### src/rtl/tictactoe_pkg.sv
// Shared types and constants for the tic-tac-toe board controller.
// Contents:
//   cell_t    - per-cell mark encoding (EMPTY/X/O)
//   state_t   - board controller FSM states
//   NUM_CELLS - number of board cells
//   WIN_LINES - the eight winning-line masks, bit i set for cell i
package tictactoe_pkg;

  localparam int unsigned NUM_CELLS = 9;
  localparam int unsigned NUM_LINES = 8;

  typedef enum logic [1:0] {
    EMPTY = 2'b00,
    X     = 2'b01,
    O     = 2'b10
  } cell_t;

  typedef enum logic [1:0] {
    PLAY  = 2'd0,
    CHECK = 2'd1,
    WIN   = 2'd2,
    DRAW  = 2'd3
  } state_t;

  // Index 0 sits in the low nine bits; listing order below is line 7 down to line 0.
  localparam logic [NUM_LINES-1:0][NUM_CELLS-1:0] WIN_LINES = {
    9'b001_010_100,  // 7: diagonal 2-4-6
    9'b100_010_001,  // 6: diagonal 0-4-8
    9'b100_100_100,  // 5: column 2-5-8
    9'b010_010_010,  // 4: column 1-4-7
    9'b001_001_001,  // 3: column 0-3-6
    9'b111_000_000,  // 2: row 6-7-8
    9'b000_111_000,  // 1: row 3-4-5
    9'b000_000_111   // 0: row 0-1-2
  };

endpackage

### src/rtl/tictactoe_win_detect.sv
// Combinational winning-line detector.
// Ports:
//   board    - packed board, cell i at bits [2i+1:2i]
//   winner   - mark owning the reported line, 00 when none
//   win_line - cell mask of the reported line, 0 when none
// When several lines are complete the lowest-indexed one is reported.
module tictactoe_win_detect
  import tictactoe_pkg::*;
(
  input  logic [2*NUM_CELLS-1:0] board,
  output logic [1:0]             winner,
  output logic [NUM_CELLS-1:0]   win_line
);

  logic [NUM_CELLS-1:0] x_cells;
  logic [NUM_CELLS-1:0] o_cells;

  always_comb begin
    for (int i = 0; i < NUM_CELLS; i++) begin
      x_cells[i] = (board[2*i +: 2] == X);
      o_cells[i] = (board[2*i +: 2] == O);
    end
  end

  // Scan from the highest line down so the lowest-indexed match is assigned last.
  always_comb begin
    winner   = EMPTY;
    win_line = '0;
    for (int l = NUM_LINES - 1; l >= 0; l--) begin
      if ((x_cells & WIN_LINES[l]) == WIN_LINES[l]) begin
        winner   = X;
        win_line = WIN_LINES[l];
      end else if ((o_cells & WIN_LINES[l]) == WIN_LINES[l]) begin
        winner   = O;
        win_line = WIN_LINES[l];
      end
    end
  end

endmodule

### src/rtl/tictactoe_board_ctrl.sv
// Tic-tac-toe board controller.
// Ports:
//   clk, rst      - clock, asynchronous active-high reset
//   dato          - selected cell index (0-8 valid, 9-15 invalid)
//   place_pulse   - single-cycle confirm strobe
//   new_game      - single-cycle strobe clearing the board
//   board         - packed board, cell i at bits [2i+1:2i]
//   turn          - mark that moves next
//   winner        - winning mark, 00 when none
//   win_line      - cell mask of the winning line
//   game_over     - high in WIN or DRAW
//   draw          - high in DRAW
//   invalid_move  - one-cycle pulse on a rejected placement
// A placement is written in PLAY; the following cycle (CHECK) evaluates the
// registered board and either ends the game or hands the turn over.
module tictactoe_board_ctrl
  import tictactoe_pkg::*;
#(
  parameter int unsigned NUM_CELLS    = 9,
  parameter logic [1:0]  FIRST_PLAYER = 2'd1
) (
  input  logic                   clk,
  input  logic                   rst,
  input  logic [3:0]             dato,
  input  logic                   place_pulse,
  input  logic                   new_game,
  output logic [2*NUM_CELLS-1:0] board,
  output logic [1:0]             turn,
  output logic [1:0]             winner,
  output logic [NUM_CELLS-1:0]   win_line,
  output logic                   game_over,
  output logic                   draw,
  output logic                   invalid_move
);

  state_t                 state_q, state_d;
  logic [2*NUM_CELLS-1:0] board_q, board_d;
  logic [1:0]             turn_q, turn_d;
  logic [1:0]             winner_q, winner_d;
  logic [NUM_CELLS-1:0]   win_line_q, win_line_d;
  logic [3:0]             move_cnt_q, move_cnt_d;
  logic                   invalid_q, invalid_d;

  logic [1:0]             det_winner;
  logic [NUM_CELLS-1:0]   det_line;
  logic                   dato_ok;
  logic [1:0]             sel_cell;

  tictactoe_win_detect u_win_detect (
    .board    (board_q),
    .winner   (det_winner),
    .win_line (det_line)
  );

  assign dato_ok = (dato < 4'(NUM_CELLS));

  // Loop-based mux keeps the out-of-range indices 9-15 from ever selecting board bits.
  always_comb begin
    sel_cell = 2'b11;
    for (int i = 0; i < NUM_CELLS; i++) begin
      if (dato == 4'(i)) begin
        sel_cell = board_q[2*i +: 2];
      end
    end
  end

  always_comb begin
    state_d    = state_q;
    board_d    = board_q;
    turn_d     = turn_q;
    winner_d   = winner_q;
    win_line_d = win_line_q;
    move_cnt_d = move_cnt_q;
    invalid_d  = 1'b0;

    if (new_game) begin
      state_d    = PLAY;
      board_d    = '0;
      turn_d     = FIRST_PLAYER;
      winner_d   = EMPTY;
      win_line_d = '0;
      move_cnt_d = '0;
    end else begin
      unique case (state_q)
        PLAY: begin
          if (place_pulse) begin
            if (dato_ok && (sel_cell == EMPTY)) begin
              for (int i = 0; i < NUM_CELLS; i++) begin
                if (dato == 4'(i)) begin
                  board_d[2*i +: 2] = turn_q;
                end
              end
              if (move_cnt_q != 4'(NUM_CELLS)) begin
                move_cnt_d = move_cnt_q + 4'd1;
              end
              state_d = CHECK;
            end else begin
              invalid_d = 1'b1;
            end
          end
        end
        CHECK: begin
          // Win takes priority so a line completed on the last move is not a draw.
          if (det_winner != EMPTY) begin
            winner_d   = det_winner;
            win_line_d = det_line;
            state_d    = WIN;
          end else if (move_cnt_q == 4'(NUM_CELLS)) begin
            state_d = DRAW;
          end else begin
            turn_d  = (turn_q == X) ? O : X;
            state_d = PLAY;
          end
        end
        WIN, DRAW: begin
          state_d = state_q;
        end
        default: begin
          state_d = PLAY;
        end
      endcase
    end
  end

  always_ff @(posedge clk or posedge rst) begin
    if (rst) begin
      state_q    <= PLAY;
      board_q    <= '0;
      turn_q     <= FIRST_PLAYER;
      winner_q   <= EMPTY;
      win_line_q <= '0;
      move_cnt_q <= '0;
      invalid_q  <= 1'b0;
    end else begin
      state_q    <= state_d;
      board_q    <= board_d;
      turn_q     <= turn_d;
      winner_q   <= winner_d;
      win_line_q <= win_line_d;
      move_cnt_q <= move_cnt_d;
      invalid_q  <= invalid_d;
    end
  end

  assign board        = board_q;
  assign turn         = turn_q;
  assign winner       = winner_q;
  assign win_line     = win_line_q;
  assign game_over    = (state_q == WIN) || (state_q == DRAW);
  assign draw         = (state_q == DRAW);
  assign invalid_move = invalid_q;

endmodule

### config.mk
export PLATFORM = sky130hd
export DESIGN_NAME = tictactoe_board_ctrl
export DESIGN_NICKNAME = d
export VERILOG_FILES = /design/src/rtl/tictactoe_pkg.sv /design/src/rtl/tictactoe_win_detect.sv /design/src/rtl/tictactoe_board_ctrl.sv
export SDC_FILE = /design/constraint.sdc
export NUM_CORES = 1
export LEC_CHECK = 0
export BUFFER_PORTS_ARGS = -buffer_cell sky130_fd_sc_hd__buf_4
export CORE_ASPECT_RATIO = 1.2
export CORE_MARGIN = 2
export CORE_UTILIZATION = 37
export DETAILED_ROUTE_END_ITERATION = 8
export HOLD_SLACK_MARGIN = 0.1
export PLACE_DENSITY = 0.66
export SYNTH_ARGS = -nofsm -noshare
export SYNTH_HDL_FRONTEND = slang
export SYNTH_HIERARCHICAL = 1
export SYNTH_SLANG_ARGS = --single-unit
### constraint.sdc
create_clock -name clk -period 2.5 [get_ports clk]
set_input_delay 0.75 -clock clk [delete_from_list [all_inputs] [get_ports clk]]
set_output_delay 0.75 -clock clk [all_outputs]
set_load 0.05 [all_outputs]
* Yosys cells after proc, flatten, opt, wreduce, memory -nomap -nowiden
Index checks and enable logic that the tools add are counted.
Storage, ports and cells: output and inout port bits 34, bits in registers 38, word-level logic and storage cells 185, bits of input ports 8
Cells by class: reductions and logical operators 35, muxes and demuxes 80, $lt $le $gt $ge 1, add/sub/neg operators 1, equality and inequality tests 53
Operators by type and width (number):
- 9-bit 2-to-1 mux | 17
- 2-bit 2-to-1 mux | 47
- 18-bit 2-to-1 mux | 4
- 3-bit == test (second input constant) | 16
- 4-bit AND reduction | 10
- 2-bit nonzero test | 16
- 2-bit by 1-bit == test with 1-bit output (second input constant) | 11
- 2-bit == test (second input constant) | 11
- 4-bit 2-to-1 mux | 5
- 4-bit by 3-bit == test with 1-bit output (second input constant) | 4
- 7-bit 2-to-1 mux | 2
- 4-bit by 2-bit == test with 1-bit output (second input constant) | 2
- 4-bit == test (second input constant) | 2
- 2-bit inequality test (second input constant) | 3
- 3-bit inequality test (second input constant) | 2
- 3-bit AND reduction | 2
- 4-bit by 1-bit adder with 4-bit output (second input constant) | 1
- 4-bit by 1-bit == test with 1-bit output (second input constant) | 1
- 2-bit logical NOT | 2
- 4-bit logical NOT | 1
- 4-bit less-than comparator (second input constant) | 1
- 1-bit 2-to-1 mux | 4
- 4-bit inequality test (second input constant) | 1
- 2-bit one-hot mux with 2 select lines | 1
- other kinds (4) | 4

* Logic depth before layout (Yosys ltp)
Gate-level depths: netlist (run 1).
depth after elaboration 22, depth in mapped cells 10, gate-level depth less buffers 10

* Modules after synthesis
Netlist (run 1), hierarchy kept.
By module, submodules not included:
- tictactoe_board_ctrl | area an instance 1940.6 um^2, cells an instance 196, seq. area each 952.2 um^2, times used 1
- tictactoe_win_detect | area an instance 524.3 um^2, cells an instance 81, seq. area each 0.0 um^2, times used 1

* Worst setup path before layout (run 1)
OpenSTA, ideal clock, no wires.
kind flip-flop to flip-flop, start reg board_q[9], in the netlist board[9], end reg win_line_q[0], in the netlist win_line[0], stages on the path, launching flop included 10, required time 2368 ps, setup time 132 ps, slack -64 ps, path buffers 0, data arrival time 2432 ps, period minus slack after synthesis 2564 ps, cell sequence dfrtp_1 nor2b_1 and3_1 o311ai_1 o21ai_1 a21oi_1 nor2_1 nor2_2 mux2i_1 nor2_1
Between the ends: elaborated cells between the ends (all ways) 47, classes of those cells 10 x eq/ne; 34 x mux; 3 x reduce/logical
RTL lines:
- start: declaration | line tictactoe_board_ctrl.sv:37 | logic [2*NUM_CELLS-1:0] board_q, board_d;
- start signal: assignment | line tictactoe_board_ctrl.sv:136 | board_q <= board_d;
- 2-bit by 1-bit == test with 1-bit output | line tictactoe_win_detect.sv:20 | x_cells[i] = (board[2*i +: 2] == X);
- 3-bit == test | line tictactoe_win_detect.sv:30 | if ((x_cells & WIN_LINES[l]) == WIN_LINES[l]) begin
- 2-bit 2-to-1 mux | line tictactoe_win_detect.sv:30
- 2-bit 2-to-1 mux | line tictactoe_win_detect.sv:33 | end else if ((o_cells & WIN_LINES[l]) == WIN_LINES[l]) begin
- 2-bit 2-to-1 mux | line tictactoe_win_detect.sv:30
- 2-bit 2-to-1 mux | line tictactoe_win_detect.sv:33
- 2-bit 2-to-1 mux | line tictactoe_win_detect.sv:30
- 2-bit 2-to-1 mux | line tictactoe_win_detect.sv:33
- [5 not listed]
- 2-bit 2-to-1 mux | line tictactoe_win_detect.sv:33
- 2-bit 2-to-1 mux * | line tictactoe_win_detect.sv:30
- 2-bit 2-to-1 mux * | line tictactoe_win_detect.sv:33
- 2-bit 2-to-1 mux * | line tictactoe_win_detect.sv:30
- net det_winner[0] | line tictactoe_board_ctrl.sv:44 | logic [1:0] det_winner;
- 2-bit nonzero test * | line tictactoe_board_ctrl.sv:104 | if (det_winner != EMPTY) begin
- 2-bit nonzero test (no line) *
- 2-bit AND reduction (no line) *
- end signal: assignment | line tictactoe_board_ctrl.sv:139 | win_line_q <= win_line_d;
- end: declaration | line tictactoe_board_ctrl.sv:40 | logic [NUM_CELLS-1:0] win_line_q, win_line_d;
The timed path passes the listed nets; every way through them passes the cells marked *. The select of a mux whose other input is x is not followed. A chain may end at the register's enable or synchronous reset.

* Worst setup path after layout (run 1)
start reg board_q[9], in the netlist board[9], end reg turn_q[0], in the netlist turn[0]
Between the ends: elaborated cells between the ends (all ways) 29, classes of those cells 11 x eq/ne; 16 x mux; 2 x reduce/logical
RTL lines:
- 2-bit by 1-bit == test with 1-bit output | line tictactoe_win_detect.sv:20
- 3-bit == test | line tictactoe_win_detect.sv:30
- 2-bit 2-to-1 mux | line tictactoe_win_detect.sv:30
- 2-bit 2-to-1 mux | line tictactoe_win_detect.sv:33
- 2-bit 2-to-1 mux | line tictactoe_win_detect.sv:30
- 2-bit 2-to-1 mux | line tictactoe_win_detect.sv:33
- 2-bit 2-to-1 mux | line tictactoe_win_detect.sv:30
- 2-bit 2-to-1 mux | line tictactoe_win_detect.sv:33
- [5 not listed]
- 2-bit 2-to-1 mux | line tictactoe_win_detect.sv:33
- 2-bit 2-to-1 mux * | line tictactoe_win_detect.sv:30
- 2-bit 2-to-1 mux * | line tictactoe_win_detect.sv:33
- 2-bit 2-to-1 mux * | line tictactoe_win_detect.sv:30
- net det_winner[0] | line tictactoe_board_ctrl.sv:44
- 2-bit nonzero test * | line tictactoe_board_ctrl.sv:104
- 2-bit inequality test (no line) *
- 3-bit AND reduction (no line) *
- end signal: assignment | line tictactoe_board_ctrl.sv:137 | turn_q <= turn_d;
- end: declaration | line tictactoe_board_ctrl.sv:38 | logic [1:0] turn_q, turn_d;
The timed path passes the listed nets; every way through them passes the cells marked *.

==> metrics.txt, run 1 <==
outcome finished, final reports clean; highest metal layer with signal wires met4; via count of the first global-routing pass 2293; required time at the endpoint of the critical path approximately 2.7 ns; number of non-filler instances in the completed layout approximately 420; HPWL after DPL approximately 5000 um; Final nets around 340; DIE HEIGHT between 90 and 100 um; area of the placeable core ~6400 um^2; ANT cells 0; P per Cell Area 413.9 nW/um^2; average vias per placed instance 5.609; cell with the most instances after synthesis dfrtp_1; top post-synthesis cells by area dfrtp_1, nor2b_1, mux2i_1; FP Rows 32; setup repair after global routing missed its margin false; WL met1 about 2900 um; initial cell density of the core 0.3824; worst setup slack for register-to-register paths ~0.14 ns; worst r2r src board[9]; Setup crit end kind flip-flop; FFs w/ async S/R, synth 1.000; Routed met3 length between 200 and 250 um; number of sinks driven by the clock tree 38; worst min-delay path category flip-flop to flip-flop; largest net degree at the start of global routing 39; Worst VDD drop around 0.00024 V; kind of start point of the critical path flip-flop; number of synthesized flops with an enable pin 0; routed wire length per instance approximately 16 um; Max Cap Viol 0; antenna violations before repair 0; PortBufs 41; worst rel slew slack 0.5777; buffer depth of the longest clock path 2; CTS H-tree depth 2; number of stages on the worst hold path 2; Area Growth Syn to Fin 26.40%; GRT Residual Overflow 0; synthesized flop and latch total 38; final clock period utilization by the worst path 0.9455; commonest cells in the synthesized netlist dfrtp_1, nor2b_1, inv_1; Final Hold Viols 0; CTS tree done; Pwr Total about 1.3 mW; hold bufs inserted after CTS 0; DRC violation count after routing 0; count of mapped cells out of synthesis ~280; Post-Route WL around 6700 um; count of final max-slew check failures 0; Setup CP Type flip-flop to flip-flop; synthesized cell area ~2500 um^2; main flop type after synthesis dfrtp_1; final antenna-violating net count 0; dpl cell area just under 3000 um^2; Worst Hold Path EP win_line[1]; placer congestion estimate between 0.8 and 0.9; nets in the synthesized netlist approximately 290; clock transition at the register clock pins on the worst setup and hold paths after CTS roughly 0.080 ns; endpoint of the lowest-slack register-to-register path turn[0]; share of post-route cells with drive strength above 1 0.2754; number of DRC markers after the initial detailed-route iteration 94; count of different cell masters after synthesis 55; Ys Warns 6; crit path time final 2.364 ns; aggregate global-route resource usage 0.1887; number of clock buffers inserted by TritonCTS 5; leakage power total about 1.4 nW; detailed-router iteration count before antenna repair 4; Root Driver clkbuf_8; Placed Instances between 400 and 500; library cell with the largest summed area after synthesis dfrtp_1; Synth Area per Inst approximately 8.9 um^2; number of cell instances on the worst register-to-register path 10; count of vias placed by the detailed router about 2400; final non-filler cell area slightly above 3000 um^2; DIE AREA about 7300 um^2; upper clock frequency limit 423.1 MHz; fraction of the yosys area taken by sequential cells 0.3863; DR WL met2 roughly 3400 um; worst clock skew on the final layout between 0.007 and 0.008 ns; crit-path max FO 7; area share of the largest cell type after synthesis 0.3756; global-route wire length before repair roughly 11000 um; Ports 42; Worst Path Arrival 2.59 ns; Final setup violation count 0; slew at the pin with the worst max-slew slack roughly 0.63 ns; clock network latency to the later pin of the worst-skew pair approximately 0.29 ns; Die Span X slightly below 80 um; startpoint of the worst hold path win_line[1]
==> flip-flops by register name, summed over array words and instances (netlist names) <==
register and count:
board 18, turn 2, move_cnt_q 4, invalid_move 1, winner 2, state_q 2
win_line 9
==> worst max-delay path by stage <==
stage	start	end	slack, ns	depth (start not counted)
final	board[9]	turn[0]	0.14	10
after global placement	dato[0]	board[9]	-0.09	6
after global routing	board[9]	turn[0]	0.02	10
after CTS	board[12]	win_line[6]	0.02	9
after floorplan	board[9]	win_line[0]	0.06	9
after detailed placement	dato[0]	board[5]	-0.14	6
==> report_power, final <==
part | internal [mW] | switching [mW]
clock network | 0.223 | 0.224
registers | 0.629 | 0.0207
logic | 0.0715 | 0.122
==> layout make-up <==
cell class	instances	area, um^2
tap	85	106.4
inverter	19	71.32
fill	628	3331
clock buffer	7	86.33
multi-input combinational	209	1429
timing repair buffer	60	462.9
clock inverter	1	5.005
sequential	38	954.7
==> per-layer routing <==
layer	vias to the layer above	global-route usage
li1	1142	-
met1	1139	0.2358
met2	52	0.3141
met3	17	0.03282
met4	0	0.09064
met5	-	0
==> cells by family after synthesis <==
| logic type | after synthesis | synth area share |
|---|---|---|
| AO/OA/AOI/OAI | 82 | 0.2447 |
| adder cells (fa/ha/maj) | 2 | 0.01015 |
| buffers and inverters | 30 | 0.05025 |
| flip-flops | 38 | 0.3863 |
| multiplexers | 9 | 0.03655 |
| AND/OR/NAND/NOR | 116 | 0.2721 |
==> placed cells by master, fill, tap and decap left out, types with 3 or more instances in the layout <==
cell       instances
mux2i_1            9
inv_1             19
o2bb2ai_1          9
nand4_1            4
clkbuf_8           6
nor2_2             3
nand2b_1           7
nor2_1            17
a31oi_1            5
and2_1             4
o21ai_0            7
o21bai_1           4
nand3_1           15
a21oi_1           14
buf_4             59
and3_1             6
dfrtp_1           35
o32ai_1            6
nor2b_1           18
nor3_1             4
and4bb_2           3
o22ai_1            9
o21ai_1            4
nand2_1           18
==> per-stage QoR <==
step | TNS [ns] | worst slack [ns] | hold WS [ns] | utilization
CTS | 0 | 0.01791 | 0.5338 | 0.4744
global placement | -1.077 | -0.08892 | 0.5066 | 0.4602
finish | 0 | 0.1362 | 0.5258 | 0.4833
floorplan | 0 | 0.06416 | 0.5209 | -
global route | 0 | 0.01965 | 0.5432 | 0.4833
detailed placement | -1.707 | -0.1352 | 0.5142 | 0.4602
==> worst max-delay path, cell delays in order, from the launching register on <==
cell      delay, ns
dfrtp_1        0.49
nor2b_2        0.23
and3_1         0.27
o311ai_1       0.29
o21ai_1        0.13
a21oi_2        0.19
nor2_2         0.08
nand2_1        0.10
nor2_1         0.07
or2_2          0.27
a21o_1         0.18
==> repair_timing <==
action                     CTS  global route
setup buffers                0             1
setup endpoints to repair    0            21
gates resized for setup      0            11
No activity file was read; power rests on OpenSTA's default activity.
==> run 2: changes to the inputs <==
==> constraint.sdc (replaced) <==
create_clock -name clk -period 2.5 [get_ports clk]
set_input_delay 0.75 -clock clk [delete_from_list [all_inputs] [get_ports clk]]
set_output_delay 0.75 -clock clk [all_outputs]
set_load 0.02 [all_outputs]
==> metrics.txt, run 2 (synthesis gave the netlist of run 1 again) <==
outcome finished, final reports clean; Ports 42 (unchanged); peak-usage layer in the global routing report met2; antenna violations before repair 0 (unchanged); count of final max-slew check failures 0 (unchanged); number of clock buffers inserted by TritonCTS 5 (unchanged); number of stages on the worst hold path 2 (unchanged); top library cells by usage in the layout, fill and taps aside buf_4, dfrtp_1, inv_1; buffer depth of the longest clock path 2 (unchanged); final clock period utilization by the worst path 0.9430 (-0.002518); crit path time final 2.357 ns (-0.006296 ns); HPWL after DPL 4991 um (+0.56%); aggregate global-route resource usage 0.1874 (-0.001329); CTS tree done; hold bufs inserted after CTS 0 (unchanged); Root Driver clkbuf_8; GRT Residual Overflow 0 (unchanged); Setup crit end kind flip-flop; area of the placeable core 6446 um^2 (unchanged); family with the most delay on the worst path simple AND/OR/NAND/NOR gates; total negative setup slack 0 ns (unchanged); upper clock frequency limit 424.2 MHz (+0.27%); fill cell count 627 (-0.16%); number of flip-flops under the largest register name 18 (unchanged); Final Hold Viols 0 (unchanged); worst rel slew slack 0.5633 (-0.01441); GR Util met2 0.3397 (+0.02564); clock network latency to the later pin of the worst-skew pair 0.29 ns (about the same); worst min-delay path category flip-flop to flip-flop; initial cell density of the core 0.3824 (unchanged); dpl cell area 2967 um^2 (unchanged); worst hold slack 0.5266 ns (+0.0008310 ns); most frequent standard cell in the layout excluding fill and tap cells buf_4; DIE HEIGHT 93.41 um (unchanged); clock transition at the register clock pins on the worst setup and hold paths after CTS 0.08 ns (about the same); slowest cell delay on critical path 0.46 ns (-0.03 ns); routed wire length per instance 15.66 um (-1.4%); via count of the first global-routing pass 2347 (+2.4%); Worst VDD drop 0.0002379 V (+0.87%); CTS H-tree depth 2 (unchanged); Final setup violation count 0 (unchanged); Pwr Total 1.354 mW (+5.0%); number of DRC markers after the initial detailed-route iteration 88 (-6.4%); leakage power total 1.407 nW (-0.47%); cell with the largest stage delay on the worst path dfrtp_1; Max Cap Viol 0 (unchanged); number of sinks driven by the clock tree 38 (unchanged); FF+latch area 952.2 um^2 (-0.26%); kind of start point of the critical path flip-flop; slew at the pin with the worst max-slew slack 0.6511 ns (+0.01770 ns); share of post-route cells with drive strength above 1 0.2703 (-0.005179); crit-path max FO 7 (unchanged); Die Span X 78.51 um (unchanged); Area Growth Syn to Fin 25.94%; PortBufs 41 (unchanged); final non-filler cell area 3104 um^2 (-0.36%); Setup CP Type flip-flop to flip-flop; combined area of the multi-input logic cells 1405 um^2 (-1.7%); detailed-router iteration count before antenna repair 4 (unchanged); placer congestion estimate 0.9090 (+3.1%); cells along the critical path nor2b_2 -> and3_2 -> o311ai_1 -> o21ai_1 -> a21oi_2 -> nor2_1 -> nand2_1 -> nor2_1 -> or2_2 -> a21o_1; M3 GR Usage 0.02896 (-0.003861); ANT cells 0 (unchanged); largest net degree at the start of global routing 41 (+5.1%); number of cells on the critical path 10 (unchanged); FP Rows 32 (unchanged); count of vias placed by the detailed router 2310 (-1.7%); Worst Path Arrival 2.59 ns (about the same); final antenna-violating net count 0 (unchanged); required time at the endpoint of the critical path 2.73 ns (about the same); worst clock skew on the final layout 0.003436 ns (-0.004013 ns); global-route wire length before repair 11000 um (+0.37%); setup repair after global routing missed its margin false; met1 layer usage reported by global route 0.2241 (-0.01173); DRC violation count after routing 0 (unchanged); number of buffer and inverter stages on the critical path 0 (unchanged); average vias per placed instance 5.526 (-1.5%); Post-Route WL 6546 um (-1.7%); number of cell instances on the worst register-to-register path 10 (unchanged); DIE AREA 7334 um^2 (unchanged); cell type with the highest occurrence count on the critical path nor2_1; Final nets 342 (-0.29%); P per Cell Area 436.1 nW/um^2 (+5.4%)
## run 2: report_power, final
part	leakage [nW]	switching (mW)	total [mW]	internal, mW
registers	0.524	0.0214	0.649	0.628
clock network	0.0504	0.235	0.532	0.297
logic	0.833	0.105	0.172	0.0672
## run 2: what timing repair did
item	CTS	global route
setup endpoints to repair	0	11
buffers inserted	0	1
resized for setup	0	7
## run 2: tightest hold or removal path: cells and delay by family, from the launching register on
family	cells	cell delay (ns)
DFF	1	0.35
muxes	1	0.07
and+or+nand+nor	1	0.07
## run 2: cell type report
type                            count  share of cell area
Timing Repair Buffer               59              0.1467
Inverter                           19             0.02297
Sequential cell                    38              0.3067
Clock buffer                        5             0.02217
Tap cell                           85             0.03426
Multi-Input combinational cell    209              0.4526
Clock inverter                      3             0.01451
## run 2: worst paths after layout
check | startpoint | slack [ns] | endpoint
max in group asynchronous | rst | 1.58 | turn[0]
min in group asynchronous | rst | 0.56 | winner[1]
hold / removal | win_line[7] | 0.53 | win_line[7]
hold reg to reg | win_line[7] | 0.53 | win_line[7]
setup reg to reg | board[9] | 0.14 | turn[0]
setup / recovery | board[9] | 0.14 | turn[0]
## run 2: through the flow
| stage | cells | util | worst slack [ns] |
|---|---|---|---|
| 2_1_floorplan | 277 | - | 0.1187 |
| 3_3_place_gp | 409 | 0.4602 | 0.1266 |
| 3_5_place_dp | 409 | 0.4602 | 0.1070 |
| 4_1_cts | 417 | 0.4779 | 0.08458 |
| 5_1_grt | 418 | 0.4816 | 0.005065 |
| 6_report | 418 | 0.4816 | 0.1425 |
## run 2: per-layer routing
metal | share of wire | routed length [um] | vias up
met5 | 0 | 0 | -
met4 | 0.022 | 145 | 0
met3 | 0.035 | 231 | 14
met2 | 0.52 | 3420 | 51
met1 | 0.42 | 2749 | 1106
li1 | - | - | 1139
==> run 3: changes to the inputs <==
==> constraint.sdc (replaced) <==
create_clock -name clk -period 2.85 [get_ports clk]
set_input_delay 0.855 -clock clk [delete_from_list [all_inputs] [get_ports clk]]
set_output_delay 0.855 -clock clk [all_outputs]
set_load 0.02 [all_outputs]
==> metrics.txt, run 3 (synthesis gave the netlist of run 1 again) <==
outcome finished, final reports clean; HPWL after DPL 4870 um (-2.4%); DIE HEIGHT 93.41 um (unchanged); P per Cell Area 420.2 nW/um^2 (-3.7%); cell type with the highest occurrence count on the critical path nor2_1; Area Growth Syn to Fin 22.69%; detailed-router iteration count before antenna repair 4 (unchanged); ANT cells 0 (unchanged); antenna violations before repair 0 (unchanged); initial cell density of the core 0.3824 (unchanged); part of the power in combinational logic 0.116 (-0.011); slew at the pin with the worst max-slew slack 0.5214 ns (-0.1297 ns); upper clock frequency limit 405.6 MHz (-4.4%); placer congestion estimate 0.7873 (-13%); count of vias placed by the detailed router 2282 (-1.2%); Root Driver clkbuf_8; FP Rows 32 (unchanged); DRC violation count after routing 0 (unchanged); share of post-route cells with drive strength above 1 0.2260 (-0.04426); worst hold slack 0.5243 ns (-0.002364 ns); Worst VDD drop 0.0002993 V (+26%); number of clock buffers inserted by TritonCTS 5 (unchanged); Final Hold Viols 0 (unchanged); share of power burned in registers 0.448 (-0.032); final clock period utilization by the worst path 0.8651 (-0.07794); CTS H-tree depth 2 (unchanged); number of flip-flops under the largest register name 18 (unchanged); global-route wire length before repair 10760 um (-2.2%); total negative setup slack 0 ns (unchanged); most frequent standard cell in the layout excluding fill and tap cells buf_4; Setup CP Type flip-flop to flip-flop; leakage power total 1.371 nW (-2.6%); cells along the critical path and4bb_1 -> o21ai_0 -> a311oi_1 -> o31ai_1 -> a21oi_1 -> nor2_1 -> nand2_1 -> nor2_1 -> or2_2 -> a21o_1; buffers inserted during post-CTS setup optimization 0 (unchanged); Final nets 332 (-2.9%); PostCTS Resize Cnt 0 (unchanged); count of final max-slew check failures 0 (unchanged); aggregate global-route resource usage 0.1835 (-0.003837); proportion of power drawn by the clock network 0.436 (+0.043); Power Internal 0.9583 mW (-3.4%); top library cells by usage in the layout, fill and taps aside buf_4, dfrtp_1, nor2b_1; crit path time final 2.465 ns (+0.1079 ns); PortBufs 41 (unchanged); Final setup violation count 0 (unchanged); crit-path max FO 7 (unchanged); slowest cell delay on critical path 0.49 ns (+0.03 ns); clock transition at the register clock pins on the worst setup and hold paths after CTS 0.09 ns (about the same); routed wire length per instance 15.85 um (+1.2%); kind of start point of the critical path flip-flop; Ports 42 (unchanged); number of buffer and inverter stages on the critical path 0 (unchanged); fill cell count 636 (+1.4%); average vias per placed instance 5.593 (+1.2%); GRT Residual Overflow 0 (unchanged); final antenna-violating net count 0 (unchanged); cell with the largest stage delay on the worst path dfrtp_1; via count of the first global-routing pass 2200 (-6.3%); number of sinks driven by the clock tree 38 (unchanged); final non-filler cell area 3024 um^2 (-2.6%); family with the most delay on the worst path compound AO/OA/AOI/OAI gates; worst clock skew on the final layout 0.01107 ns (+0.007638 ns); Die Span X 78.51 um (unchanged); worst rel slew slack 0.6475 (+0.08419); number of DRC markers after the initial detailed-route iteration 105 (+19%); dpl cell area 2887 um^2 (-2.7%); clock network latency to the later pin of the worst-skew pair 0.29 ns (about the same); Worst Path Arrival 2.70 ns (+0.11 ns); buffer depth of the longest clock path 2 (unchanged); required time at the endpoint of the critical path 3.08 ns (+0.35 ns); net switching fraction of the power 0.2458 (-0.02126); Switching Power 0.3124 mW (-14%); Post-Route WL 6466 um (-1.2%); DIE AREA 7334 um^2 (unchanged); worst min-delay path category flip-flop to flip-flop; hold bufs inserted after CTS 0 (unchanged); area of the placeable core 6446 um^2 (unchanged); setup repair after global routing missed its margin false; CTS tree done; largest net degree at the start of global routing 39 (-4.9%); Setup crit end kind flip-flop; Max Cap Viol 0 (unchanged)
-- run 3: cell count changes in the layout (fill, tap and decap cells not counted) --
cell / previous run / this run
clkinvlp_4: 2 / 0
a21oi_1: 15 / 16
and3_2: 2 / 0
nor2b_1: 16 / 20
bufinv_16: 1 / 2
clkinv_4: 0 / 1
and3_1: 4 / 6
nor2b_2: 4 / 0
a21oi_2: 1 / 0
buf_12: 1 / 0
buf_4: 58 / 49
-- run 3: layer usage --
| metal | global-route usage | vias to the layer above | routed length [um] |
|---|---|---|---|
| met2 | 0.3056 | 44 | 3271 |
| met4 | 0.06140 | 0 | 125 |
| li1 | - | 1120 | - |
| met5 | 0 | - | 0 |
| met3 | 0.02703 | 12 | 166 |
| met1 | 0.2437 | 1106 | 2902 |
-- run 3: metrics by stage --
step | std cells | setup slack, ns | util | power (mW)
finish | 408 | 0.3846 | 0.4691 | 1.271
global route | 408 | 0.2104 | 0.4691 | 1.325
CTS | 408 | 0.3668 | 0.4691 | 1.283
detailed placement | 400 | 0.2551 | 0.4478 | 0.7273
global placement | 400 | 0.3165 | 0.4478 | 0.7244
floorplan | 277 | 0.4687 | - | 0.6761
-- run 3: area by class of cell --
cell class | count | area [um^2] | area share
Timing Repair Buffer | 49 | 367.9 | 0.1216
Sequential cell | 38 | 952.2 | 0.3149
Clock inverter | 3 | 68.82 | 0.02276
Inverter | 19 | 71.32 | 0.02358
Multi-Input combinational cell | 209 | 1389 | 0.4592
Clock buffer | 5 | 68.82 | 0.02276
Tap cell | 85 | 106.4 | 0.03517
-- run 3: worst register-to-register path, cell delays in order, from the launching register on --
cell and delay (ns):
dfrtp_1 0.49, and4bb_1 0.35, o21ai_0 0.12, a311oi_1 0.30, o31ai_1 0.12, a21oi_1 0.27, nor2_1 0.11, nand2_1 0.12
nor2_1 0.07, or2_2 0.27, a21o_1 0.18
-- run 3: worst paths after layout --
path                                start         to  slack (ns)  cells past startpoint
worst min-delay path            winner[1]  winner[1]        0.52                      2
worst max-delay path            board[10]    turn[0]        0.38                     10
min in group asynchronous             rst  winner[1]        0.66                      3
worst min register to register  winner[1]  winner[1]        0.52                      2
worst max register to register  board[10]    turn[0]        0.38                     10
max in group asynchronous             rst    turn[0]        1.82                      3
-- run 3: power by group through the flow --
stage	Sequential, mW	Clock (mW)	Combinational [mW]
after floorplan	0.582	0	0.0942
after global placement	0.579	0	0.145
after detailed placement	0.580	0	0.148
after CTS	0.569	0.565	0.148
after global routing	0.571	0.589	0.165
final	0.569	0.555	0.147
